### src/rtl/data_wbuf.sv
// data_wbuf: store buffer between the core data port and the memory bridge.
// Stores are acknowledged one cycle after acceptance and drained in order.
// A load is issued only once the buffer is empty and no store ack is pending.
module data_wbuf #(
  parameter int DEPTH = 4
) (
  input  logic        aclk,
  input  logic        aresetn,
  input  logic        cpu_req,
  input  logic        cpu_wr,
  input  logic [1:0]  cpu_size,
  input  logic [3:0]  cpu_wstrb,
  input  logic [31:0] cpu_addr,
  input  logic [31:0] cpu_wdata,
  output logic        cpu_addr_ok,
  output logic        cpu_data_ok,
  output logic [31:0] cpu_rdata,
  output logic        mem_req,
  output logic        mem_wr,
  output logic [1:0]  mem_size,
  output logic [3:0]  mem_wstrb,
  output logic [31:0] mem_addr,
  output logic [31:0] mem_wdata,
  input  logic        mem_addr_ok,
  input  logic        mem_data_ok,
  input  logic [31:0] mem_rdata
);

  localparam int PW = (DEPTH > 1) ? $clog2(DEPTH) : 1;
  localparam int CW = PW + 1;

  typedef enum logic [2:0] {IDLE, ST_REQ, ST_WAIT, LD_REQ, LD_WAIT} state_t;

  state_t        state;
  logic [PW-1:0] head;
  logic [PW-1:0] tail;
  logic [CW-1:0] count;
  logic [CW-1:0] count_nxt;
  logic          ack_p1;

  logic [31:0]   q_addr  [DEPTH];
  logic [1:0]    q_size  [DEPTH];
  logic [3:0]    q_wstrb [DEPTH];
  logic [31:0]   q_wdata [DEPTH];
  logic [31:0]   ld_addr;
  logic [1:0]    ld_size;

  logic          push;
  logic          pop;
  logic          ld_acc;
  logic          ld_done;

  // Acceptance and pop decisions; gated by reset so outputs are quiet while held.
  always_comb begin
    push      = aresetn && cpu_req && cpu_wr && (count < CW'(DEPTH)) &&
                (state != LD_REQ) && (state != LD_WAIT);
    ld_acc    = aresetn && cpu_req && !cpu_wr && (state == IDLE) &&
                (count == '0) && !ack_p1;
    pop       = (state == ST_WAIT) && mem_data_ok;
    ld_done   = (state == LD_WAIT) && mem_data_ok;
    count_nxt = count + CW'(push) - CW'(pop);
  end

  // Core-side responses: store ack is the registered pulse, load data is passed through.
  always_comb begin
    cpu_addr_ok = push | ld_acc;
    cpu_data_ok = ack_p1 | ld_done;
    cpu_rdata   = ld_done ? mem_rdata : '0;
  end

  // Bridge-side request, driven from the head entry or the load register.
  always_comb begin
    mem_req   = 1'b0;
    mem_wr    = 1'b0;
    mem_size  = '0;
    mem_wstrb = '0;
    mem_addr  = '0;
    mem_wdata = '0;
    case (state)
      ST_REQ: begin
        mem_req   = 1'b1;
        mem_wr    = 1'b1;
        mem_size  = q_size[head];
        mem_wstrb = q_wstrb[head];
        mem_addr  = q_addr[head];
        mem_wdata = q_wdata[head];
      end
      LD_REQ: begin
        mem_req   = 1'b1;
        mem_size  = ld_size;
        mem_addr  = ld_addr;
      end
      default: ;
    endcase
  end

  // Payload storage: queue entries and the load address, no reset needed.
  always_ff @(posedge aclk) begin
    if (push) begin
      q_addr[tail]  <= cpu_addr;
      q_size[tail]  <= cpu_size;
      q_wstrb[tail] <= cpu_wstrb;
      q_wdata[tail] <= cpu_wdata;
    end
    if (ld_acc) begin
      ld_addr <= cpu_addr;
      ld_size <= cpu_size;
    end
  end

  // Control: pointers, occupancy, store-ack pulse and the bridge FSM.
  always_ff @(posedge aclk or negedge aresetn) begin
    if (!aresetn) begin
      state  <= IDLE;
      head   <= '0;
      tail   <= '0;
      count  <= '0;
      ack_p1 <= 1'b0;
    end else begin
      ack_p1 <= push;
      count  <= count_nxt;
      if (push) tail <= tail + 1'b1;
      if (pop)  head <= head + 1'b1;
      case (state)
        IDLE: begin
          if (count != '0) state <= ST_REQ;
          else if (ld_acc) state <= LD_REQ;
        end
        ST_REQ:  if (mem_addr_ok) state <= ST_WAIT;
        ST_WAIT: if (pop) state <= (count_nxt != '0) ? ST_REQ : IDLE;
        LD_REQ:  if (mem_addr_ok) state <= LD_WAIT;
        LD_WAIT: if (mem_data_ok) state <= IDLE;
        default: state <= IDLE;
      endcase
    end
  end

endmodule

### config.mk
export PLATFORM = sky130hd
export DESIGN_NAME = data_wbuf
export DESIGN_NICKNAME = d
export VERILOG_FILES = /design/src/rtl/data_wbuf.sv
export SDC_FILE = /design/constraint.sdc
export NUM_CORES = 1
export LEC_CHECK = 0
export ABC_AREA = 0
export CORE_ASPECT_RATIO = 1.75
export CORE_MARGIN = 10
export CORE_UTILIZATION = 55
export CTS_CLUSTER_SIZE = 12
export DETAILED_ROUTE_END_ITERATION = 16
export DONT_BUFFER_PORTS = 1
export PLACE_DENSITY_LB_ADDON = 0.05
export SLEW_MARGIN = 20
export SYNTH_ARGS = -nofsm -noshare
export SYNTH_HDL_FRONTEND = slang
export SYNTH_SLANG_ARGS = --single-unit
### constraint.sdc
create_clock -name aclk -period 6.4 [get_ports aclk]
set_input_delay 1.6 -clock aclk [delete_from_list [all_inputs] [get_ports aclk]]
set_output_delay 1.6 -clock aclk [all_outputs]
set_load 0.02 [all_outputs]
==> impl_metrics.json, run 1 <==
{
  "critPathRequiredTime_ps": 4800,
  "antenna_cells": 0,
  "crit_type": "flip-flop to primary output",
  "seq_area_frac_synth_pct": 76.4,
  "grt_pass1_wl_um": 39900,
  "clock_sinks": 325,
  "drv_cap": 0,
  "grt.overflow.total": 0,
  "yosysWarnings": 0,
  "grt-busiest-layer": "met2",
  "cts-root-buf": "clkbuf_16",
  "cp-end-kind": "primary output",
  "rr_startpoint": "state[2]$_DFFE_PN0P_",
  "synth-edff-count": 314,
  "hold_viol": 0,
  "setup_viol": 0,
  "min_from": "count[0]$_DFF_PN0_",
  "drtAntennaViolNets": 0,
  "routed_wirelength_um": 26400,
  "use_met2_pct": 31.6,
  "rsz0062_at_grt": "no",
  "cellLeakagePower_uw": 0.00453,
  "grt_pass1_vias": 6279,
  "die_h_um": 221,
  "wire_per_inst_um": 28.7,
  "fin_setup_tns_ps": 0,
  "holdWs_ps": 575,
  "clock_latency_ps": 560,
  "worstHoldEndpoint": "count[0]$_DFF_PN0_",
  "drcViolationCount": 0,
  "io_buffers": 0,
  "clk_path_buf_depth": 3,
  "fillers": 1583,
  "grt_max_degree": 72,
  "die_x_um": 135,
  "ys_ff_latch": 325,
  "crit_fanout": 39,
  "cts_made_buffers": 31,
  "ys_types": 39,
  "r2r_slack_ps": 2950,
  "fin_crit_sh_pct": 72.3,
  "initial_core_util_pct": 55.9,
  "netlist_instances": 592,
  "worstPathCellList": "and2b_1 -> buf_4 -> and2_2 -> a22o_1",
  "synthArstFlopShare_pct": 3.38,
  "start_kind": "flip-flop",
  "relSlewSlack_pct": 36.5,
  "clk_pin_slew_worst_paths_ps": 60,
  "area_delta_synth_final_pct": 9.42,
  "hold_class": "flip-flop to flip-flop",
  "worst_slew_pin_slew_ps": 953,
  "drt_iter0_markers": 431,
  "io_pins": 214,
  "seq_area_um2": 9710,
  "postCtsSetupBuffers": 0,
  "nNetsFinal": 713,
  "use_met3_pct": 5.83,
  "drive_above_1_share_pct": 20.6,
  "via_per_inst": 6.22,
  "first_pass_iters": 5,
  "power.density_nw_per_um2": 421,
  "worstHoldPathCells": 1,
  "row_count": 73,
  "cts_tree": "done",
  "worstPathArrival_ps": 3030,
  "die-area_um2": 29800,
  "grtUsageTotal_pct": 17.6,
  "syn_avg_cell_area_um2": 21.5,
  "hold_buffers": 0,
  "status": "complete, no violations",
  "max_freq_mhz": 216,
  "multi_input_area_um2": 2760,
  "ff2ff_path_depth": 10,
  "slowest_stage": "and2_2",
  "slew_viol_final": 0,
  "dp_hpwl_um": 16400,
  "reg2reg_to": "state[0]$_DFFE_PN0P_",
  "synth_area_um2": 12700,
  "skew_ps": 16.4,
  "synth_nets": 707,
  "finalCriticalPeriod_ps": 4630,
  "grtUsageMet1_pct": 19.2,
  "ys.flop_type": "edfxtp_1",
  "antenna_found_initial": 0,
  "core_area_um2": 22700,
  "gp_congestion": 0.807,
  "peakVddDrop_uv": 291,
  "htreeDepth": 1,
  "max_stage_delay_ps": 870,
  "ctsResizeCount": 0,
  "vias": 5735
}
==> cell families (layout without fill, tap and decap cells) <==
family                     Yosys count  after routing  synth area share (%)
muxes                               71             71                  12.5
and+or+nand+nor                     94             94                  4.82
xor gates and xnor gates             4              4                 0.384
buffers and inverters               45             75                  2.07
DFF                                325            325                  76.4
adders and majority gates            7              7                 0.749
AOI/OAI and AO/OA                   46             46                  3.09
==> flip-flops by register name (all words and copies together) (netlist names) <==
name     flops
q_size       8
q_wdata    128
ack_p1       1
head         2
q_wstrb     16
count        3
tail         2
state        3
ld_size      2
ld_addr     32
q_addr     128
==> power breakdown <==
| group | internal (uW) | switching, uW | total (uW) |
|---|---|---|---|
| sequential | 2440 | 155 | 2590 |
| clock | 908 | 711 | 1620 |
| combinational | 658 | 984 | 1640 |
| total | 4000 | 1850 | 5850 |
==> stage by stage <==
step / cells / area [um^2] / setup WS [ps] / power, uW / util, %
2_1_floorplan: 592 / 12700 / 2150 / 4010 / -
3_3_place_gp: 860 / 12900 / 2190 / 4290 / 56.8
3_5_place_dp: 864 / 13000 / 2130 / 4310 / 57.1
4_1_cts: 921 / 13900 / 1730 / 5940 / 61.0
5_1_grt: 922 / 13900 / 1580 / 6120 / 61.1
6_report: 922 / 13900 / 1770 / 5850 / 61.1
==> placed cells by master (no fill, tap or decap), types with 2 or more instances in the layout <==
cell type | netlist | final
clkbuf_16 | 0 | 31
nand2_1 | 2 | 2
clkbuf_1 | 12 | 25
and2_1 | 37 | 32
buf_4 | 5 | 5
nand2b_1 | 2 | 2
mux4_2 | 70 | 70
nor3_1 | 2 | 2
dfrtp_1 | 11 | 9
a22o_1 | 34 | 34
or2_2 | 2 | 2
and3_1 | 37 | 37
ha_1 | 6 | 6
and2_4 | 0 | 4
a21oi_1 | 4 | 4
xnor2_1 | 2 | 2
dfrtp_4 | 0 | 2
edfxtp_1 | 314 | 314
buf_12 | 0 | 4
a2111oi_2 | 2 | 2
inv_1 | 8 | 8
==> area by class of cell <==
class	instances	share of cell area, %
Clock buffer	56	6.26
Timing Repair Buffer	10	1.04
Clock inverter	1	0.0810
Sequential cell	325	69.9
Inverter	8	0.216
Multi-Input combinational cell	222	19.8
Tap cell	300	2.70
==> synth_stat cells, types with 2 or more instances <==
master / number / area, um^2
a2111oi_2: 2 / 30.0
a21oi_1: 4 / 20.0
a22o_1: 34 / 298
and2_1: 37 / 231
and3_1: 37 / 231
and3b_1: 2 / 17.5
buf_2: 12 / 60.1
buf_4: 5 / 37.5
buf_6: 8 / 90.1
clkbuf_1: 12 / 45.0
dfrtp_1: 11 / 275
edfxtp_1: 314 / 9430
ha_1: 6 / 75.1
inv_1: 8 / 30.0
mux4_2: 70 / 1580
nand2_1: 2 / 7.51
nand2b_1: 2 / 12.5
nor2_1: 2 / 7.51
nor3_1: 2 / 10.0
or2_2: 2 / 12.5
xnor2_1: 2 / 17.5
==> routing by layer <==
metal	up-vias	part of all wire (%)	wire length [um]
met3	39	9.5	2520
met2	230	54	14300
met5	-	0	0
li1	2450	-	-
met4	0	1.9	499
met1	3016	34	9100
==> worst max-delay path by stage <==
stage	slack, ps	depth (start not counted)	to	startpoint
floorplan	2150	3	q_addr[0][0]$_DFFE_PP_	cpu_wr
global placement	2190	3	cpu_addr_ok	cpu_wr
detailed placement	2130	3	cpu_addr_ok	cpu_wr
CTS	1730	4	mem_addr[8]	state[2]$_DFFE_PN0P_
global route	1580	4	mem_addr[17]	state[2]$_DFFE_PN0P_
finish	1770	4	mem_addr[8]	state[2]$_DFFE_PN0P_
==> worst max-delay path, delay by kind of cell, from the launching register on <==
kind / cells / cell delay (ps)
simple gates: 2 / 1120
flops: 1 / 510
compound gates: 1 / 420
buf+inv: 1 / 400
Note: power is estimated with default switching activity, not from simulation.
==> inputs of run 2 (changes only) <==
- clock period: 6.4 -> 4.1 ns (I/O delays scaled with it)
==> run 2 against run 1 <==
Effect of this change:
- design area about the same
- register-to-register slack worse by 2100 ps
- core utilization about the same
- global-route usage is essentially flat
- largest cell class unchanged
- largest power group unchanged
- highest routed layer unchanged
==> impl_metrics.json, run 2 (same netlist as run 1, synthesis figures left out) <==
{
  "grtUsageMet1_pct": 20.4,
  "clk_pin_slew_worst_paths_ps": 60,
  "crit_fanout": 27,
  "fin_setup_tns_ps": 0,
  "peakVddDrop_uv": 458,
  "row_count": 73,
  "critPathRequiredTime_ps": 3070,
  "slowest_stage": "dfrtp_4",
  "ctsResizeCount": 0,
  "grt_pass1_wl_um": 40000,
  "use_met3_pct": 5.74,
  "clk_path_buf_depth": 3,
  "routed_wirelength_um": 26500,
  "core_area_um2": 22700,
  "dp_hpwl_um": 16200,
  "clock_sinks": 325,
  "worstPathCellList": "buf_4 -> mux4_2 -> and3_1",
  "cts_made_buffers": 31,
  "slew_viol_final": 0,
  "final_common_cell": "edfxtp_1",
  "finalCriticalPeriod_ps": 3680,
  "cp-end-kind": "primary output",
  "die_x_um": 135,
  "postCtsSetupBuffers": 0,
  "final_cell_mix": "edfxtp_1, mux4_2, and3_1",
  "drv_cap": 0,
  "max_freq_mhz": 272,
  "rr_startpoint": "state[2]$_DFFE_PN0P_",
  "final_cells": 923,
  "die-area_um2": 29800,
  "htreeDepth": 1,
  "area_delta_synth_final_pct": 9.50,
  "antenna_cells": 0,
  "grtUsageTotal_pct": 17.6,
  "skew_ps": 11.6,
  "max_stage_delay_ps": 790,
  "grt_max_degree": 60,
  "reg2reg_to": "state[0]$_DFFE_PN0P_",
  "drt_iter0_markers": 370,
  "antenna_found_initial": 0,
  "ff2ff_path_depth": 10,
  "drtAntennaViolNets": 0,
  "first_pass_iters": 5,
  "grt_pass1_vias": 6129,
  "die_h_um": 221,
  "rsz0062_at_grt": "no",
  "drcViolationCount": 0,
  "cellLeakagePower_uw": 0.00454,
  "hold_viol": 0,
  "status": "complete, no violations",
  "io_buffers": 0,
  "crit_family": "flip-flops",
  "via_per_inst": 6.20,
  "fin_crit_sh_pct": 89.8,
  "grt.overflow.total": 0,
  "drive_above_1_share_pct": 20.9,
  "hold_buffers": 0,
  "cts_tree": "done",
  "crit_type": "flip-flop to primary output",
  "nNetsFinal": 714,
  "io_pins": 214,
  "cts-root-buf": "clkbuf_16",
  "initial_core_util_pct": 55.9,
  "top_regs": "q_addr (128), q_wdata (128), ld_addr (32)",
  "gp_congestion": 0.816,
  "worst_slew_pin_slew_ps": 980,
  "r2r_slack_ps": 860,
  "setup_viol": 0,
  "hold_class": "input pin to async pin",
  "worstPathArrival_ps": 2660,
  "path_buf_inv": 1,
  "relSlewSlack_pct": 34.7,
  "wire_per_inst_um": 28.8,
  "power.density_nw_per_um2": 660,
  "post-place-cells": 866,
  "start_kind": "flip-flop",
  "clock_latency_ps": 550,
  "grt-busiest-layer": "met2",
  "use_met2_pct": 30.3,
  "fillers": 1579,
  "vias": 5719
}
==> run 2: cell count changes in the layout (fill, tap and decap cells not counted), sizes merged <==
cell / previous run / this run
buf: 10 / 11
clkinv: 0 / 2
clkbuf: 56 / 55
inv: 9 / 8
==> run 2: layer usage <==
metal | up-vias | part of all wire (%)
met5 | - | 0
met4 | 0 | 1.9
met3 | 28 | 9.5
met2 | 228 | 53
met1 | 3008 | 35
li1 | 2455 | -
==> run 2: cell type report <==
cell class                      instances  area (um^2)  area share [%]
Clock buffer                           55          866            6.22
Sequential cell                       325         9710            69.8
Multi-Input combinational cell        222         2760            19.8
Inverter                                8         30.0           0.216
Tap cell                              300          375            2.70
Clock inverter                          2         13.8          0.0989
Timing Repair Buffer                   11          158            1.13
==> run 2: stage by stage <==
step / hold slack (ps) / util (%) / setup WS [ps] / total power (uW) / instance area [um^2]
2_1_floorplan: 520 / - / 422 / 6260 / 12700
3_3_place_gp: 543 / 57.3 / 742 / 6750 / 13000
3_5_place_dp: 561 / 57.3 / 563 / 6790 / 13000
4_1_cts: 139 / 61.2 / 336 / 9320 / 13900
5_1_grt: 135 / 61.2 / 223 / 9590 / 13900
6_report: 166 / 61.2 / 419 / 9180 / 13900
==> run 2: worst max path at each step <==
stage                              startpoint                      to  cells past startpoint
after floorplan                        cpu_wr  q_addr[2][0]$_DFFE_PP_                      3
after global placement                aresetn    state[0]$_DFFE_PN0P_                     10
after detailed placement              aresetn    state[0]$_DFFE_PN0P_                     10
after CTS                 head[0]$_DFFE_PN0P_           mem_wdata[15]                      3
after global routing      head[0]$_DFFE_PN0P_           mem_wdata[31]                      3
final                     head[0]$_DFFE_PN0P_           mem_wdata[31]                      3
==> run 2: power breakdown <==
part	internal, uW	switching (uW)
Sequential	3800	192
Combinational	1040	1620
Clock	1410	1110
